File: config.mk
export PLATFORM = sky130hd
export DESIGN_NAME = rr_encoder_arbiter
export DESIGN_NICKNAME = d
export VERILOG_FILES = /design/src/rtl/rr_encoder_arbiter.sv
export SDC_FILE = /design/constraint.sdc
export NUM_CORES = 1
export LEC_CHECK = 0
export CORE_MARGIN = 3
export CORE_UTILIZATION = 45
export DETAILED_ROUTE_END_ITERATION = 16
export DONT_BUFFER_PORTS = 1
export GPL_TIMING_DRIVEN = 0
export MAX_ROUTING_LAYER = met4
export SETUP_SLACK_MARGIN = 0.15
export SLEW_MARGIN = 20
export SYNTH_ARGS = -nofsm -noshare
export SYNTH_HDL_FRONTEND = slang
export SYNTH_SLANG_ARGS = --single-unit
File: constraint.sdc
create_clock -name clk -period 4 [get_ports clk]
set_clock_uncertainty 0.1 [all_clocks]
set_input_delay 0.4 -clock clk [delete_from_list [all_inputs] [get_ports clk]]
set_output_delay 0.4 -clock clk [all_outputs]
set_load 0.02 [all_outputs]
File: src/rtl/rr_encoder_arbiter.sv
// ----------------------------------------------------------------------------
// rr_encoder_arbiter
//   Four-requester round-robin arbiter that also drives the shared 4-to-2
//   encoder output. A grant is held until the owner releases it, the owner
//   drops its request, or the grant has been valid for MAX_HOLD cycles.
//   After every grant the priority pointer moves to the index just past the
//   owner. Consecutive grants are always separated by at least one idle cycle.
//
// Ports
//   clk          single clock, rising edge
//   rst          synchronous active-high reset
//   req[3:0]     request lines, req[i] belongs to requester i
//   release_i    owner finished; only looked at while grant_valid=1
//   grant[3:0]   one-hot grant, zero when idle
//   grant_idx    encoded owner index {b1,b0}, zero when idle
//   grant_valid  a grant is active
//   timeout      one-cycle pulse when a grant was revoked by the hold limit
//   ptr          current highest-priority index (debug)
// ----------------------------------------------------------------------------
module rr_encoder_arbiter #(
    parameter int unsigned MAX_HOLD = 8
) (
    input  logic       clk,
    input  logic       rst,
    input  logic [3:0] req,
    input  logic       release_i,
    output logic [3:0] grant,
    output logic [1:0] grant_idx,
    output logic       grant_valid,
    output logic       timeout,
    output logic [1:0] ptr
);

    typedef enum logic {
        IDLE  = 1'b0,
        GRANT = 1'b1
    } state_e;

    state_e     state_q, state_d;
    logic [3:0] grant_q, grant_d;
    logic [1:0] grant_idx_q, grant_idx_d;
    logic       grant_valid_q, grant_valid_d;
    logic       timeout_q, timeout_d;
    logic [1:0] ptr_q, ptr_d;
    logic [7:0] hold_cnt_q, hold_cnt_d;

    logic [1:0] sel;
    logic [1:0] scan_idx;
    logic       found;
    logic       ev_rel, ev_drop, ev_limit;

    always_comb begin
        // Round-robin scan: ptr first, then ptr+1.. wrapping mod 4.
        sel      = ptr_q;
        scan_idx = ptr_q;
        found    = 1'b0;
        for (int k = 0; k < 4; k++) begin
            scan_idx = ptr_q + 2'(k);
            if (!found && req[scan_idx]) begin
                found = 1'b1;
                sel   = scan_idx;
            end
        end

        ev_rel   = release_i;
        ev_drop  = !req[grant_idx_q];
        ev_limit = (hold_cnt_q == 8'(MAX_HOLD));

        state_d       = state_q;
        grant_d       = grant_q;
        grant_idx_d   = grant_idx_q;
        grant_valid_d = grant_valid_q;
        ptr_d         = ptr_q;
        hold_cnt_d    = hold_cnt_q;
        timeout_d     = 1'b0;

        case (state_q)
            IDLE: begin
                if (found) begin
                    state_d       = GRANT;
                    grant_d       = 4'b0001 << sel;
                    grant_idx_d   = sel;
                    grant_valid_d = 1'b1;
                    hold_cnt_d    = 8'd1;
                end
            end
            GRANT: begin
                if (ev_rel || ev_drop || ev_limit) begin
                    state_d       = IDLE;
                    grant_d       = 4'b0000;
                    grant_idx_d   = 2'd0;
                    grant_valid_d = 1'b0;
                    hold_cnt_d    = 8'd0;
                    ptr_d         = grant_idx_q + 2'd1;
                    // Only flag a timeout when the hold limit alone ended it.
                    timeout_d     = ev_limit && !ev_rel && !ev_drop;
                end else begin
                    hold_cnt_d = hold_cnt_q + 8'd1;
                end
            end
            default: state_d = IDLE;
        endcase
    end

    always_ff @(posedge clk) begin
        if (rst) begin
            state_q       <= IDLE;
            grant_q       <= 4'b0000;
            grant_idx_q   <= 2'd0;
            grant_valid_q <= 1'b0;
            timeout_q     <= 1'b0;
            ptr_q         <= 2'd0;
            hold_cnt_q    <= 8'd0;
        end else begin
            state_q       <= state_d;
            grant_q       <= grant_d;
            grant_idx_q   <= grant_idx_d;
            grant_valid_q <= grant_valid_d;
            timeout_q     <= timeout_d;
            ptr_q         <= ptr_d;
            hold_cnt_q    <= hold_cnt_d;
        end
    end

    assign grant       = grant_q;
    assign grant_idx   = grant_idx_q;
    assign grant_valid = grant_valid_q;
    assign timeout     = timeout_q;
    assign ptr         = ptr_q;

    // Output invariants: grant is zero/one-hot, valid tracks grant,
    // and the index is the encoding of the grant (zero when idle).
    a_onehot0 : assert property (@(posedge clk) disable iff (rst)
        $onehot0(grant_q));
    a_valid : assert property (@(posedge clk) disable iff (rst)
        grant_valid_q == (grant_q != 4'b0000));
    a_encode : assert property (@(posedge clk) disable iff (rst)
        grant_valid_q ? (grant_q == (4'b0001 << grant_idx_q)) : (grant_idx_q == 2'd0));

endmodule

* Word-level counts from Yosys, hierarchy flattened
Cells that the tools add are included.
** Word-level totals
- Flip-flop bits (word level) :: 19
- Input port bits :: 7
- Output and inout port bits :: 10
- Logic and storage cells :: 70
** Operators by class
- Add/subtract/negate cells :: 5
- Magnitude comparators :: 5
- Equal/unequal tests :: 3
- Shift operators :: 1
- Mux-type cells :: 32
- Bitwise operators :: 2
- Reduce and logical (&&, ||, !) cells :: 15
** Operator list (number)
- $mux 8 :: 2
- $pmux 8 s2 :: 1
- $lt 2x3->1 const B :: 5
- $mux 1 :: 13
- $bmux 1 s2 :: 5
- $mux 2 :: 5
- $add 8x1->8 const B :: 1
- $eq 8x4->1 const B :: 1
- $mux 4 :: 2
- $pmux 4 s2 :: 1
- $logic_and 1x1->1 :: 5
- $logic_not 1->1 :: 5
- $add 2x1->2 const B :: 2
- $add 2x2->2 const B :: 2
- $pmux 1 s2 :: 2
- $pmux 2 s2 :: 1
- $reduce_and 2->1 :: 2
- $shl 1x2->4 const A :: 1
- $reduce_or 3->1 :: 1
- $logic_or 1x1->1 :: 2
- $ne 2x1->1 const B :: 1
- $ne 2x2->1 const B :: 1
- $not 1->1 :: 2

* Longest topological paths before layout
Gate-level depths: netlist of the first run.
- Word-level depth :: 15
- Depth in mapped cells :: 7
- Mapped depth without buffers :: 6

* Least setup slack after synthesis of the first run
Ideal clock, no wire load.
- Path kind :: register to register
- Start point :: register grant_idx_q[1], in the netlist grant_idx[1]
- End point :: register hold_cnt_q[1]
- Setup time :: 128 ps
- Arrival time :: 1394 ps
- Required time :: 3772 ps
- Slack :: 2378 ps
- Cell stages (with the launch flop) :: 6
- Path buffers :: 1
- Period minus slack after synthesis :: 1622 ps
- Path through :: dfxtp_1 mux2i_1 o22ai_4 buf_4 a32oi_1 nor2_1
** Between the ends
- Cells in the longest elaborated chain, start to end :: 7
** RTL lines
- start, declared :: line 41 : logic [1:0] grant_idx_q, grant_idx_d;
- start signal, assigned :: line 117 : grant_idx_q <= grant_idx_d;
- $bmux 1 s2 :: line 66 : ev_drop = !req[grant_idx_q];
- $mux 1 (implied by the code) :: line 66
- $logic_not 1->1 :: line 66
- $logic_or 1x1->1 (2 in a row) :: line 88 : if (ev_rel || ev_drop || ev_limit) begin
- $mux 8 :: line 88
- $pmux 8 s2 :: line 77 : case (state_q)
- end signal, assigned :: line 121 : hold_cnt_q <= hold_cnt_d;
- end, declared :: line 45 : logic [7:0] hold_cnt_q, hold_cnt_d;
No other way between the ends. The select of a mux whose other input is x is not followed.
A chain may end at the register's enable or synchronous reset.

* Worst setup path after layout of the first run
- Start point :: register ptr_q[1], in the netlist ptr[1]
- End point :: register grant_q[2], in the netlist grant[2]
** Between the ends
- Cells in the longest elaborated chain, start to end :: 15
- Elaborated cells on any way between the ends :: 29
- Classes of those cells :: add/sub (3); eq/ne (1); shift (1); mux (17); reduce/logical (7)
** RTL lines
- start, declared :: line 44 : logic [1:0] ptr_q, ptr_d;
- start signal, assigned :: line 120 : ptr_q <= ptr_d;
- parallel branches: the longest is 15 deep, another holds $add 2x1->2
- end signal, assigned :: line 116 : grant_q <= grant_d;
- end, declared :: line 40 : logic [3:0] grant_q, grant_d;
Parallel ways; which one is timed is not known. The select of a mux whose other input is x is not followed.

==> run summary, run 1 <==
Worst Slack Setup Final: 2.04 ns
first-pass GRT wire length: 4.01 mm
Slew @ Worst Pin: 0.648 ns
global-route met2 utilization: 27.6%
clock latency on the worst-skew pair: 0.31 ns
Placeable Area: 0.00225 mm2
share of cells above drive strength 1: 10.1%
Critical Path RT: 4.12 ns
fin crit period: 1.96 ns
M3 GR Usage: 5.09%
synthesized area: 0.00108 mm2
ranking of synthesized cells by instance count: dfxtp_1 (19), nand2_1 (11), inv_1 (7)
ys async rst share: 0%
Fill cells: 227
Seq/Total Area, Yosys: 35.2%
ant diodes: 0
largest area contributor in the netlist: dfxtp_1
drt total wl: 2.36 mm
CP Class: register to register
Post-CTS Setup Inserts: 0
vias post-DR: 974
Arrival @ worst endpoint: 2.08 ns
post-synthesis area per instance: 8.65 um2
Pwr Density: 344 mW/mm2
Post-route DRC: 0
clock root cell: clkbuf_4
Final Instance Area: 0.00114 mm2
R2R Setup Slk: 2.04 ns
H-tree Lvls: 1
crit end category: register
largest net degree at the start of global routing: 11
# resized after CTS: 0
register bit count reported by yosys: 19
crit-path max FO: 8
vias in the first global route: 874
Die Area: 0.00303 mm2
GRT Total Usage: 19.1%
total CTS buffers: 3
Netlist cell types: 45
Hold EP: grant_idx[0]
grt met1 use: 25.0%
maximum VDD drop: 0.169 mV
worst min-delay path startpoint: req[2]
top cell type's share of synthesized area: 35.2%
Synth Instances: 125
nets: 139
number of synthesized flops with an enable pin: 0
die width: 55.0 um
die height: 55.0 um
Synth area leaders: dfxtp_1 (35%), o32ai_1 (4.1%), nand2_1 (3.8%), o211ai_1 (3.5%), nand3_1 (2.8%)
DRT iter0 DRCs: 33
gr ovfl total: 0
startpoint types: register
slowest CP cell: a2111oi_0
Static Leakage: 0.392 nW
P&R area growth vs syn: 5.67%
CTS clk-pin slew, worst paths: 0.11 ns
GR peak layer: met2
RR Startpoint: ptr[1]
Site Rows: 17
Fin. Hold Viols: 0
yosys warns: 0
Fin Setup TNS: 0 ns
number of clock sinks: 19
Final Wtd Congestion: 0.750
reg2reg end: grant[2]
WHS Path Cells: 3
final setup fails: 0
Final ANT Viol Nets: 0
worst rel slew slack: 55.7%
final period utilization: 49.0%
number of top-level pins: 17
CTS tree: yes
CTS Buffer Depth: 2
Initial Util: 47.9%
count leader, synth: dfxtp_1
fmax: 511 MHz
via/cell ratio: 6.20
Hold Slack: 0.257 ns
status: completed
Post-DP Area: 0.00112 mm2
Post-Route Utilization: 50.7%
worst path cell trace: nor3_1 -> a2111oi_0 -> o21ai_0 -> o32ai_1
RSZ-0062 raised after global routing: false
max-cap viol count: 0
worst r2r path cells: 4
wire per inst: 15.1 um
worst hold-check path type: input port to register
syn nets: 134
initial antenna violation count: 0
Slew Limit Fails: 0
Hold-fix buffers, CTS: 0
Final HPWL DP: 1.72 mm
crit-path max cell delay: 0.59 ns
most used flip-flop cell after synthesis: dfxtp_1
pre-CTS setup slack: 2.05 ns
IO buf count: 0
DRT Pass-1 Iters: 5
[sequential cells by signal, indices dropped and copies added (netlist names)]
name,count
grant_valid,1
hold_cnt_q,8
grant,4
grant_idx,2
ptr,2
timeout,1
state_q,1
[area by class of cell]
cell class	count	area [um2]	share of cell area (%)
inverters	7	26.3	2.30
well taps	28	35.0	3.07
multi-input cells	93	646	56.5
plain buffers	6	28.8	2.52
flip-flops and latches	19	380	33.3
clock buffers	4	26.3	2.30
[stage by stage]
step	std cells	power, mW
2_1_floorplan	125	0.279
3_3_place_gp	153	0.293
3_5_place_dp	153	0.295
4_1_cts	157	0.396
5_1_grt	157	0.416
6_report	157	0.393
[layout by cell type (no fill, tap or decap), types with 2 or more instances in the layout]
cell type / Yosys / routed
ha_1: 2 / 2
nor2_1: 6 / 6
nand3_1: 6 / 6
nand4b_1: 2 / 2
clkbuf_4: 0 / 3
nor2b_1: 3 / 3
a31oi_1: 4 / 4
dfxtp_1: 19 / 19
nand4_1: 3 / 3
mux2i_1: 2 / 2
nand2b_1: 2 / 2
a21oi_1: 4 / 4
o21a_1: 4 / 4
nand2_1: 11 / 11
inv_1: 7 / 7
or2_2: 2 / 2
o21ai_0: 3 / 3
o211ai_1: 5 / 5
o211a_1: 2 / 2
o32ai_1: 5 / 5
buf_2: 2 / 2
nor4_1: 2 / 2
nor3_1: 5 / 5
clkbuf_1: 2 / 3
[critical path, delay by kind of cell, from the launching register on]
kind               cells  cell delay (ns)
DFF                    1             0.58
AOI/OAI and AO/OA      3             1.09
and+or+nand+nor        1             0.10
[worst max-delay path by stage]
stage,startpoint,to,slack (ns)
6_report,ptr[1],grant[2],2.04
5_1_grt,ptr[1],grant[2],1.78
4_1_cts,ptr[1],grant[2],2.06
3_5_place_dp,req[3],grant[2],2.05
3_3_place_gp,req[3],grant[2],2.17
2_1_floorplan,grant_idx[1],hold_cnt_q[1],2.38
[report_power, final]
group	switching, mW	internal [mW]
sequential	0.0213	0.200
combinational	0.0412	0.0286
clock	0.0637	0.0390
total	0.126	0.267
[metal layers]
layer / vias up / wire, um
met4: 0 / 44
met1: 447 / 1200
met5: - / 0
li1: 485 / -
met3: 5 / 158
met2: 37 / 964
[cell families after synthesis]
| kind of cell | share of synthesized area (%) |
|---|---|
| AOI/OAI and AO/OA | 27.9 |
| xor gates and xnor gates | 0.810 |
| adders and majority gates | 2.31 |
| buffers and inverters | 5.09 |
| DFF | 35.2 |
| muxes | 1.85 |
| and+or+nand+nor | 26.9 |
Power figures use the tool's default switching activity.
==> run 2: changes to the inputs <==
Clock period 4 ns to 1.8 ns, I/O delays scaled along.
==> run 2 against run 1 <==
Effect of this change: fmax grew 23%; sequential power grew 120%; critical path depth is the same; register-to-register slack lost 1.8 ns; sequential cell count is the same; clock-buffer cell count is the same; sequential share of layout area shrank 1.7 points; first-iteration DRC count shrank 33%; non-clock buffer count grew 3; die area is the same; clock power grew 120%; core utilization grew 4.5 points; critical endpoint is now ptr[0]; highest routed layer unchanged.
==> run summary, run 2 (synthesis results as in run 1) <==
CTS tree: yes
Final HPWL DP: 1.72 mm
IO buf count: 0
slowest CP cell: dfxtp_4
ant diodes: 0
Slew @ Worst Pin: 0.598 ns
Fin. Hold Viols: 0
worst rel slew slack: 59.8%
Fill cells: 213
worst hold-check path type: input port to register
CP Class: register to register
die width: 55.0 um
die height: 55.0 um
CTS clk-pin slew, worst paths: 0.11 ns
final setup fails: 0
clock latency on the worst-skew pair: 0.31 ns
crit end category: register
Post-route DRC: 0
RSZ-0062 raised after global routing: false
Initial Util: 47.9%
initial antenna violation count: 0
final period utilization: 88.4%
CTS Buffer Depth: 2
P&R area growth vs syn: 15.0%
crit-path max cell delay: 0.41 ns
Placeable Area: 0.00225 mm2
clock root cell: clkbuf_4
Hold-fix buffers, CTS: 0
Fin Setup TNS: 0 ns
status: completed
number of top-level pins: 17
share of cells above drive strength 1: 25.0%
Critical Path RT: 1.91 ns
fin crit period: 1.59 ns
Pwr Density: 729 mW/mm2
drt total wl: 2.46 mm
crit-path max FO: 7
number of clock sinks: 19
DRT Pass-1 Iters: 4
most frequent cells in the layout: dfxtp_1 (13), nand2_1 (11), inv_1 (6), nand3_1 (6), nor2_1 (6)
Arrival @ worst endpoint: 1.70 ns
Final ANT Viol Nets: 0
Post-Route Utilization: 55.2%
Static Leakage: 0.436 nW
startpoint types: register
cell family with most CP delay: compound AO/OA/AOI/OAI gates
vias post-DR: 976
Slew Limit Fails: 0
total CTS buffers: 3
largest net degree at the start of global routing: 11
Final Instance Area: 0.00124 mm2
leading cell type in the layout, fill and taps excluded: dfxtp_1
Final Wtd Congestion: 0.750
Post-DP Area: 0.00112 mm2
via/cell ratio: 6.10
nets: 142
first-pass GRT wire length: 4.04 mm
max FFs per register: 8
GRT Total Usage: 19.3%
worst path cell trace: or2_2 -> o22a_1 -> o21a_2 -> o211a_1
vias in the first global route: 883
maximum VDD drop: 0.380 mV
fmax: 628 MHz
DRT iter0 DRCs: 22
Site Rows: 17
max-cap viol count: 0
Most flops, register: hold_cnt_q
Die Area: 0.00303 mm2
wire per inst: 15.4 um
buffers plus inverters on the worst setup path: 0
H-tree Lvls: 1
gr ovfl total: 0
==> run 2: cell types whose count changed in the layout (fill, tap and decap cells not counted), moves of 2 or more <==
cell     delta
mux2i_1     -2
dfxtp_2     +4
buf_4       +3
dfxtp_1     -6
dfxtp_4     +2
mux2i_2     +2
==> run 2: tightest hold or removal path: cells and delay by family <==
family | cells | cell delay (ns)
AND/OR/NAND/NOR | 2 | 0.14
AO/OA/AOI/OAI | 1 | 0.07
==> run 2: repair_timing <==
item / 4_1_cts / 5_1_grt
buffers inserted: 0 / 3
pin swaps: 0 / 4
setup endpoints to repair: 19 / 16
resized for setup: 12 / 13
endpoints found under the hold margin: 0 / 0
==> run 2: worst paths after layout <==
kind | startpoint | to | slack [ns] | depth (start not counted)
max | grant_idx[0] | ptr[0] | 0.21 | 4
min | req[2] | grant_idx[0] | 0.03 | 3
max reg2reg | grant_idx[0] | ptr[0] | 0.21 | 4
min reg2reg | hold_cnt_q[1] | hold_cnt_q[1] | 0.43 | 2
==> run 2: metrics by stage <==
stage	hold WS [ns]	instances	total power [mW]	setup slack (ns)
final	0.0269	160	0.906	0.209
after global routing	0.0223	160	0.957	0.135
after CTS	0.0250	157	0.893	0.152
after detailed placement	0.372	153	0.655	-0.114
after global placement	0.368	153	0.651	0.00977
after floorplan	0.324	125	0.621	0.178
==> run 2: layer usage <==
metal	routed length, um	GRT usage [%]
met5	0	-
met3	110	4.83
met2	1030	27.8
met1	1270	25.6
met4	45	8.10
==> run 2: layout make-up <==
cell class                 count  area (um2)  share of cell area (%)
inverter                       7        26.3                    2.11
multi-input combinational     93         706                    56.7
timing repair buffer           3        22.5                    1.81
tap                           28        35.0                    2.82
buffer                         6        35.0                    2.82
sequential                    19         393                    31.6
clock buffer                   4        26.3                    2.11
==> run 2: report_power, final <==
part	internal [mW]	switching (mW)	total, mW
Clock	0.0867	0.142	0.229
Sequential	0.445	0.0481	0.493
Combinational	0.0844	0.0997	0.184
Total	0.616	0.290	0.906
==> run 3: changes to the inputs <==
Settings changed: PLACE_DENSITY_LB_ADDON set to 0.1.
==> run 3 against run 2 <==
Effect of this change: non-clock buffer count is 3 higher; sequential power about the same; via count is 1.1% higher; clock power down 4%; routed wire length is 3.3% higher; design area increased by 1.9%; largest cell class unchanged.
==> run summary, run 3 (synthesis results as in run 1) <==
part of the power in registers: 54.4%
max-cap viol count: 0
post-placement cell count: 153
Sw Ratio: 31.6%
P&R area growth vs syn: 17.2%
cell-internal power: 0.620 mW
number of top-level pins: 17
global-route met2 utilization: 30.3%
Slew Limit Fails: 0
first-pass GRT wire length: 4.21 mm
CP Class: register to register
final period utilization: 88.8%
Slew @ Worst Pin: 0.569 ns
reg2reg end: ptr[0]
DRT iter0 DRCs: 22
final setup fails: 0
Final Wtd Congestion: 0.752
initial antenna violation count: 0
maximum VDD drop: 0.609 mV
Finished Layout Cells: 163
ant diodes: 0
RSZ-0062 raised after global routing: true
GRT Total Usage: 20.1%
slowest CP cell: dfxtp_4
Post-DP Area: 0.00112 mm2
CTS tree: yes
Static Leakage: 0.455 nW
Most flops, register: hold_cnt_q
leading cell type in the layout, fill and taps excluded: dfxtp_1
Worst Slack Setup Final: 0.201 ns
status: completed
nets: 145
Hold-fix buffers, CTS: 0
vias post-DR: 987
grt met1 use: 26.8%
GR peak layer: met2
Hold Slack: 0.0375 ns
Setup crit start: grant_idx[0]
number of clock sinks: 19
clock latency on the worst-skew pair: 0.30 ns
Fin. Hold Viols: 0
die width: 55.0 um
die height: 55.0 um
CTS clk-pin slew, worst paths: 0.12 ns
Critical Path RT: 1.90 ns
worst hold-check path type: input port to register
crit-path max cell delay: 0.41 ns
Placeable Area: 0.00225 mm2
worst rel slew slack: 61.7%
total CTS buffers: 3
most frequent cells in the layout: dfxtp_1 (13), nand2_1 (11), nand3_1 (6), nor2_1 (6)
Clk pwr share: 24.2%
worst r2r path cells: 4
Post-route DRC: 0
R2R Setup Slk: 0.20 ns
RR Startpoint: grant_idx[0]
gr ovfl total: 0
total power draw: 0.906 mW
NetSw: 0.286 mW
Final Instance Area: 0.00127 mm2
Final ANT Viol Nets: 0
DRT Pass-1 Iters: 4
crit end category: register
vias in the first global route: 870
Combinational Power Share: 21.4%
drt total wl: 2.55 mm
fmax: 626 MHz
H-tree Lvls: 1
Pwr Density: 715 mW/mm2
CTS Buffer Depth: 2
fin crit period: 1.60 ns
share of cells above drive strength 1: 27.4%
M3 GR Usage: 6.97%
worst path cell trace: or2_2 -> o22a_1 -> o21a_2 -> o211a_1
largest net degree at the start of global routing: 12
clock root cell: clkbuf_4
Site Rows: 17
crit-path max FO: 7
Die Area: 0.00303 mm2
CP endpoint: ptr[0]
Initial Util: 47.9%
startpoint types: register
Final HPWL DP: 1.82 mm
via/cell ratio: 6.06
max FFs per register: 8
IO buf count: 0
pre-CTS setup slack: -0.127 ns
Arrival @ worst endpoint: 1.70 ns
wire per inst: 15.6 um
run 3: worst min-delay path by stage:
stage	start	to	cells past startpoint
CTS	req[2]	grant_idx[0]	3
global placement	req[2]	grant_idx[0]	3
global route	req[2]	grant_idx[0]	3
finish	req[2]	grant_idx[0]	3
floorplan	req[2]	grant_idx[0]	3
detailed placement	req[2]	grant_idx[0]	3
run 3: worst max-delay path: cells and delay by family (launching register included):
| kind | cells | cell delay (ns) |
|---|---|---|
| and+or+nand+nor | 1 | 0.34 |
| DFF | 1 | 0.41 |
| AOI/OAI and AO/OA | 3 | 0.64 |
run 3: power by group through the flow:
stage          registers [mW]  logic [mW]  clock network (mW)
3_3_place_gp            0.499       0.152                   0
3_5_place_dp            0.501       0.157                   0
4_1_cts                 0.492       0.174               0.227
6_report                0.493       0.194               0.220
2_1_floorplan           0.493       0.127                   0
5_1_grt                 0.497       0.214               0.245
run 3: through the flow:
stage	TNS (ns)	util (%)
global placement	0	49.5
global route	0	56.2
finish	0	56.2
detailed placement	-0.308	49.5
CTS	0	52.8
floorplan	0	-
run 3: area by class of cell:
type / count / area [um2]
Buffer: 6 / 38.8
Clock buffer: 3 / 22.5
Clock inverter: 1 / 5.00
Fill cell: 216 / 987
Inverter: 7 / 26.3
Multi-Input combinational cell: 93 / 698
Sequential cell: 19 / 393
Tap cell: 28 / 35.0
Timing Repair Buffer: 6 / 48.8
run 3: timing repair:
| item | 4_1_cts | 5_1_grt |
|---|---|---|
| gates cloned | 1 | 0 |
| pin swaps | 3 | 7 |
| buffers inserted | 1 | 4 |
| endpoints found under the setup margin | 19 | 18 |
| resized for setup | 14 | 14 |
run 3: layer usage:
metal | share of wire [%] | vias up
met2 | 45 | 24
li1 | - | 496
met4 | 0.55 | 0
met3 | 5.2 | 2
met5 | 0 | -
met1 | 49 | 465
